[config.mk]
export PLATFORM = sky130hd
export DESIGN_NAME = mult_issue_ctrl
export DESIGN_NICKNAME = d
export VERILOG_FILES = /design/src/rtl/sys_defs.sv /design/src/rtl/mult_result_fifo.sv /design/src/rtl/mult_issue_ctrl.sv
export SDC_FILE = /design/constraint.sdc
export NUM_CORES = 1
export LEC_CHECK = 0
export CELL_PAD_IN_SITES_DETAIL_PLACEMENT = 0
export CELL_PAD_IN_SITES_GLOBAL_PLACEMENT = 1
export CORE_MARGIN = 2
export CORE_UTILIZATION = 35
export CTS_BUF_LIST = sky130_fd_sc_hd__clkbuf_8
export CTS_CLUSTER_DIAMETER = 40
export DETAILED_ROUTE_END_ITERATION = 12
export PLACE_DENSITY_LB_ADDON = 0.1
export SLEW_MARGIN = 5
export SYNTH_ARGS = -nofsm -noshare
export SYNTH_HDL_FRONTEND = slang
export SYNTH_SLANG_ARGS = --single-unit
[constraint.sdc]
create_clock -name clock -period 6.5 [get_ports clock]
set_input_delay 1.3 -clock clock [delete_from_list [all_inputs] [get_ports clock]]
set_output_delay 1.3 -clock clock [all_outputs]
set_load 0.01 [all_outputs]
[src/rtl/sys_defs.sv]
// Shared definitions for the multiplier issue path: operand and function
// types, the request/result records, sizing constants and FSM states.
package sys_defs;

  typedef logic [31:0] DATA;

  typedef enum logic [1:0] {
    MUL    = 2'd0,
    MULH   = 2'd1,
    MULHU  = 2'd2,
    MULHSU = 2'd3
  } MULT_FUNC;

  localparam int MULT_TAG_W     = 6;
  localparam int MULT_RES_DEPTH = 2;

  // Operation held towards the mult unit while it works.
  typedef struct packed {
    DATA                   rs1;
    DATA                   rs2;
    MULT_FUNC              func;
    logic [MULT_TAG_W-1:0] tag;
  } MULT_REQ;

  // Tagged result waiting for a CDB grant.
  typedef struct packed {
    DATA                   result;
    logic [MULT_TAG_W-1:0] tag;
  } MULT_RES;

  typedef enum logic [1:0] {
    MI_IDLE  = 2'd0,
    MI_START = 2'd1,
    MI_BUSY  = 2'd2,
    MI_DRAIN = 2'd3
  } mult_issue_state_e;

  // Pointer width for a buffer of the given depth (at least one bit).
  function automatic int mult_ptr_w(input int depth);
    return (depth > 1) ? $clog2(depth) : 1;
  endfunction

endpackage

[src/rtl/mult_result_fifo.sv]
// Small FIFO of tagged multiply results. Flush empties it in one cycle and
// wins over push/pop; simultaneous push and pop leave the count unchanged.
module mult_result_fifo
  import sys_defs::*;
#(
  parameter int DEPTH = MULT_RES_DEPTH,
  localparam int PW = mult_ptr_w(DEPTH),
  localparam int CW = $clog2(DEPTH + 1)
) (
  input  logic          clock,
  input  logic          reset,
  input  logic          push,
  input  MULT_RES       push_data,
  input  logic          pop,
  input  logic          flush,
  output MULT_RES       head,
  output logic          empty,
  output logic [CW-1:0] count
);

  MULT_RES       mem_q [DEPTH];
  logic [PW-1:0] wr_ptr_q;
  logic [PW-1:0] rd_ptr_q;
  logic [CW-1:0] count_q;
  logic          do_push;
  logic          do_pop;

  function automatic logic [PW-1:0] next_ptr(input logic [PW-1:0] p);
    return (p == PW'(DEPTH - 1)) ? '0 : p + 1'b1;
  endfunction

  // Qualify requests against occupancy so pointers never run past each other.
  always_comb begin
    do_push = push && (count_q != CW'(DEPTH));
    do_pop  = pop && (count_q != '0);
  end

  // Storage, pointers and occupancy.
  always_ff @(posedge clock) begin
    if (!reset) begin
      wr_ptr_q <= '0;
      rd_ptr_q <= '0;
      count_q  <= '0;
      for (int i = 0; i < DEPTH; i++) mem_q[i] <= '0;
    end else if (flush) begin
      wr_ptr_q <= '0;
      rd_ptr_q <= '0;
      count_q  <= '0;
    end else begin
      if (do_push) begin
        mem_q[wr_ptr_q] <= push_data;
        wr_ptr_q        <= next_ptr(wr_ptr_q);
      end
      if (do_pop) rd_ptr_q <= next_ptr(rd_ptr_q);
      case ({do_push, do_pop})
        2'b10:   count_q <= count_q + CW'(1);
        2'b01:   count_q <= count_q - CW'(1);
        default: count_q <= count_q;
      endcase
    end
  end

  assign head  = mem_q[rd_ptr_q];
  assign empty = (count_q == '0);
  assign count = count_q;

endmodule

[src/rtl/mult_issue_ctrl.sv]
// Initiator side of the multiplier start/done protocol. Takes one multiply
// from the issue port, pulses start, holds operands until done, and queues
// tagged results for the CDB. Squash kills the in-flight op and the queue.
// Optional build macro: MULT_CDB_BYPASS_EN drives the CDB straight from
// mult_result when the queue is empty in the done cycle.
//
// Handshakes: issue and CDB both transfer on a clock edge where valid and
// ready/grant are both high; valid never depends on ready/grant, and a
// transfer offered in a squash or reset cycle does not happen.
module mult_issue_ctrl
  import sys_defs::*;
#(
  parameter int TAG_W        = MULT_TAG_W,
  parameter int RESULT_DEPTH = MULT_RES_DEPTH
) (
  input  logic              clock,
  input  logic              reset,
  input  logic              issue_valid,
  output logic              issue_ready,
  input  DATA               issue_rs1,
  input  DATA               issue_rs2,
  input  MULT_FUNC          issue_func,
  input  logic [TAG_W-1:0]  issue_tag,
  input  logic              squash,
  output logic              mult_start,
  output DATA               mult_rs1,
  output DATA               mult_rs2,
  output MULT_FUNC          mult_func,
  input  DATA               mult_result,
  input  logic              mult_done,
  output logic              cdb_valid,
  output DATA               cdb_result,
  output logic [TAG_W-1:0]  cdb_tag,
  input  logic              cdb_grant,
  output mult_issue_state_e dbg_state
);

  localparam int CW = $clog2(RESULT_DEPTH + 1);

  mult_issue_state_e state_q;
  MULT_REQ           req_q;
  logic              start_q;

  logic              accept;
  logic              done_ok;
  logic              bypass_hit;
  logic              bypass_taken;
  logic              fifo_push;
  logic              fifo_pop;
  logic              fifo_empty;
  MULT_RES           fifo_head;
  MULT_RES           push_data;
  logic [CW-1:0]     fifo_count;

  // Issue acceptance and result routing decisions for this cycle.
  always_comb begin
    issue_ready = reset && (state_q == MI_IDLE) && !squash &&
                  (fifo_count < CW'(RESULT_DEPTH));
    accept      = issue_valid && issue_ready;
    done_ok     = (state_q == MI_BUSY) && mult_done && !squash;
`ifdef MULT_CDB_BYPASS_EN
    bypass_hit   = done_ok && fifo_empty;
    bypass_taken = bypass_hit && cdb_grant;
`else
    bypass_hit   = 1'b0;
    bypass_taken = 1'b0;
`endif
    fifo_push = done_ok && !bypass_taken;
    fifo_pop  = cdb_grant && !squash && !fifo_empty;
    push_data = '{result: mult_result, tag: req_q.tag};
  end

  // Single issue FSM; start pulse and held operands are registered here.
  always_ff @(posedge clock) begin
    if (!reset) begin
      state_q <= MI_IDLE;
      req_q   <= '0;
      start_q <= 1'b0;
    end else begin
      start_q <= 1'b0;
      case (state_q)
        MI_IDLE: begin
          if (accept) begin
            req_q   <= '{rs1: issue_rs1, rs2: issue_rs2, func: issue_func, tag: issue_tag};
            start_q <= 1'b1;
            state_q <= MI_START;
          end
        end
        MI_START: state_q <= squash ? MI_DRAIN : MI_BUSY;
        MI_BUSY: begin
          if (mult_done)   state_q <= MI_IDLE;
          else if (squash) state_q <= MI_DRAIN;
        end
        MI_DRAIN: begin
          if (mult_done) state_q <= MI_IDLE;
        end
        default: state_q <= MI_IDLE;
      endcase
    end
  end

  mult_result_fifo #(
    .DEPTH(RESULT_DEPTH)
  ) u_fifo (
    .clock    (clock),
    .reset    (reset),
    .push     (fifo_push),
    .push_data(push_data),
    .pop      (fifo_pop),
    .flush    (squash),
    .head     (fifo_head),
    .empty    (fifo_empty),
    .count    (fifo_count)
  );

  // CDB outputs come from the queue head unless the bypass path is live.
  always_comb begin
    cdb_valid  = !fifo_empty || bypass_hit;
    cdb_result = bypass_hit ? mult_result : fifo_head.result;
    cdb_tag    = bypass_hit ? req_q.tag : fifo_head.tag;
  end

  assign mult_start = start_q;
  assign mult_rs1   = req_q.rs1;
  assign mult_rs2   = req_q.rs2;
  assign mult_func  = req_q.func;
  assign dbg_state  = state_q;

endmodule

==> out/qor.txt <==
slowest stage cell on the critical path: clkdlybuf4s50_1
worst max-slew margin expressed relative to the limit: 35.4%
#FFs+latches synth: 156
clock net sink count: 156
cells on worst reg2reg path: 5
dpl cells: 973
endpoint required time on the critical path: 5.20 ns
per-cell via count in the routed design: 4.77
maximum vdd ir drop: 0.000109 V
largest fanout of any net on the critical path: 6
post-route clock period utilization: 64.7%
fraction of final layout cells sized beyond drive strength 1: 11.4%
power density over the cells: 224 nW/um^2
GPL Wtd Cong: 0.711
class of the most critical hold timing path: reg2reg
area delta synth->final: 44.0%
cells after synthesis: 565
hold path cells: 2
height of the die: 137 microns
minimum setup slack among reg-to-reg paths: 3.73 ns
net count after synthesis: 676
switching share of power: 25.7%
die width: 137 microns
clock root buffer: clkbuf_8
total count of max-transition violations in the final report: 0
share of the synthesized area in compound gates (AO/OA/AOI/OAI): 6.10%
grt ovf: 0
average routed wire per standard cell: 15.9 microns
total of warnings raised by yosys: 0
critical hold path startpoint: mult_rs1[11]$_SDFFE_PN0P_
fraction of synthesized cell area in xor and xnor cells: 0.423%
number of optimization iterations in the first detailed-route pass: 4
wire length reported by the detailed router: 16,000 microns
fill cell instance count of the final layout: 1,569
Avg Synthesized Cell Area: 11.0 sq um
sum of net half-perimeters after detailed placement: 10,400 microns
input/output buffers: 218
fraction of the yosys area taken by sequential cells: 62.5%
CTS resizes: 0
main combinational cell family by area after synthesis: simple AND/OR/NAND/NOR gates
Clock Pin Slew Worst Setup and Hold Paths: 0.08 ns
area fraction in and, or, nand and nor cells after synthesis: 19.8%
LEAKAGE: 0.00318 uW
routed vias: 4,800
Adder-Cell Fraction of Synth Area: 0.201%
sequential share of power: 54.7%
setup repair after global routing missed its margin: false
layout net count: 878
pin count of the biggest net entering global routing: 84
most repeated library cell on the critical path: clkdlybuf4s50_1
maximum count of clock buffers along a single path: 2
Row Count: 48
Overall Global Routing Usage: 17.1%
clock tree from TritonCTS: done
Worst Hold Slack: 0.454 ns
status: completed
slew at the pin closest to its max-slew limit: 0.969 ns
Initial Utilization: 35.8%
number of standard cells in the layout, taps in and fillers out: 1,006
f_max: 238 MHz
DIE AREA: 18,800 sq um
kind of critical path: in2out
Worst Clk Skew: 0.00942 ns
Clk network pwr share: 32.2%
area inside the core boundary: 17,400 sq um
number of distinct standard cells referenced by the synthesized netlist: 31
initial antenna violation count: 2
Hold Path Sink: mult_rs1[11]$_SDFFE_PN0P_
clock insertion delay at the later pin of the skew report: 0.45 ns
delay contributed by the slowest stage of the critical path: 0.57 ns
clock period minus final worst setup slack: 4.20 ns
capturing element type of the critical path: primary output
number of max-cap violations: 0
multiplexer share of the synthesized area: 7.85%
First DRT Iteration DRCs: 192
count of boundary I/O pins: 219
remaining design rule violation count: 0
number of post-CTS setup repair buffers: 0
Hold-fix buffers, CTS: 0
crit-path cells: clkdlybuf4s50_1 > nor4b_4 > nor2b_1 > clkdlybuf4s50_1
combinational share of power: 13.1%
area of the mapped netlist: 6220 sq um
number of endpoints with negative hold slack in the final report: 0
CP Data Arrival Time: 2.90 ns
number of buffers inserted during clock tree synthesis: 17
H-tree lvl count: 4
net switching power figure: 515 uW
internal power summed over all cells: 1490 uW
first-pass GRT wire length: 24,600 microns
Power Total: 2000 uW
via count of the first global-routing pass: 4,833
worst flop-to-flop path startpoint: u_fifo.count[1]$_SDFFE_PP0P_
startpoint type of the worst setup path: input port
setup TNS: 0 ns
final setup violating endpoints: 0
remaining antenna violation count after routing: 0
capturing point of the worst reg2reg path: mult_rs2[25]$_SDFFE_PN0P_
[critical path, delay by kind of cell]
| family | cells | cell delay, ns |
|---|---|---|
| buffers and inverters | 2 | 1.13 |
| and+or+nand+nor | 2 | 0.47 |
[cell usage after synthesis, drive strengths merged]
master,count,area share (%)
nand2,81,4.9
dfxtp,80,26
and2,77,7.7
edfxtp,76,37
o21ai,70,5.6
nand3,66,5.3
mux2,38,6.9
clkbuf,26,1.6
buf,17,1.4
nor2,8,0.48
mux2i,6,0.97
nor2b,3,0.30
or2,2,0.20
xor2,2,0.28
a211oi,1,0.12
a21o,1,0.12
a21oi,1,0.080
a221oi,1,0.14
ha,1,0.20
inv,1,0.060
nand2b,1,0.10
nand4bb,1,0.18
nor3,1,0.080
nor4,1,0.20
nor4b,1,0.24
or3,1,0.10
xnor2,1,0.14
[worst max path at each step]
stage,cells after the start,endpoint,from
detailed placement,6,mult_rs1[6]$_SDFFE_PN0P_,squash
finish,4,issue_ready,squash
global route,4,issue_ready,squash
global placement,6,mult_rs2[15]$_SDFFE_PN0P_,squash
floorplan,3,u_fifo.mem_q[0][0]$_SDFFCE_PN0P_,squash
CTS,4,issue_ready,squash
[power groups by stage]
stage          sequential [uW]  clock (uW)  combinational (uW)
5_1_grt                   1100         700                 282
3_5_place_dp              1120           0                 263
2_1_floorplan             1130           0                82.0
6_report                  1100         645                 262
3_3_place_gp              1120           0                 262
4_1_cts                   1100         666                 265
[sequential cells by signal (all words and copies together) (netlist names), named ones only]
signal,count
u_fifo.mem_q,76
mult_rs1,32
mult_rs2,32
push_data,6
dbg_state,2
mult_func,2
u_fifo.count,2
mult_start,1
u_fifo.rd_ptr_q,1
u_fifo.wr_ptr_q,1
[final cells by class]
type | instances | area [sq um] | share of cell area, %
Clock inverter | 15 | 113 | 1.26
Clock buffer | 17 | 234 | 2.61
Inverter | 1 | 3.75 | 0.0419
Timing Repair Buffer | 226 | 2240 | 25.0
Antenna cell | 1 | 2.50 | 0.0280
Multi-Input combinational cell | 365 | 2190 | 24.5
Tap cell | 225 | 282 | 3.15
Sequential cell | 156 | 3880 | 43.4
[kinds of logic after synthesis]
logic type / count (synthesis)
AND/OR/NAND/NOR: 243
AO/OA/AOI/OAI: 74
buffers and inverters: 44
XOR/XNOR: 3
multiplexers: 44
adder cells (fa/ha/maj): 1
flip-flops: 156
[layer usage]
layer | global-route usage [%] | share of wire [%] | vias to the layer above
met1 | 20.0 | 41 | 2275
met5 | 0 | 0 | -
li1 | - | - | 2348
met2 | 27.5 | 48 | 157
met4 | 6.82 | 2.3 | 0
met3 | 7.40 | 9.1 | 20
[placed cells by master (no fill, tap or decap)]
cell,count
clkdlybuf4s50_1,217
nand2_1,81
dfxtp_1,79
and2_1,76
edfxtp_1,76
nand3_1,66
o21ai_0,64
mux2_2,38
clkbuf_8,17
nor2_1,8
buf_4,8
mux2i_1,6
inv_6,5
o21ai_1,4
clkinvlp_4,3
clkinv_4,3
clkinv_2,3
or2_2,2
nor2b_1,2
o21ai_4,2
xor2_1,2
diode_2,1
nand4bb_1,1
nor4b_4,1
inv_1,1
nor2b_4,1
and2_2,1
nand2b_1,1
nor4_4,1
nor3_2,1
a21o_1,1
xnor2_1,1
or3_1,1
a21oi_1,1
a221oi_1,1
a211oi_1,1
ha_1,1
dfxtp_2,1
clkinvlp_2,1
buf_2,1
[metrics by stage]
step	utilization [%]	worst slack (ns)	cell area, sq um
detailed placement	49.6	2.26	8600
global placement	49.6	2.34	8600
floorplan	-	1.43	6220
global route	51.6	2.23	8950
finish	51.6	2.30	8950
CTS	51.5	2.28	8950
Power figures use the tool's default switching activity.
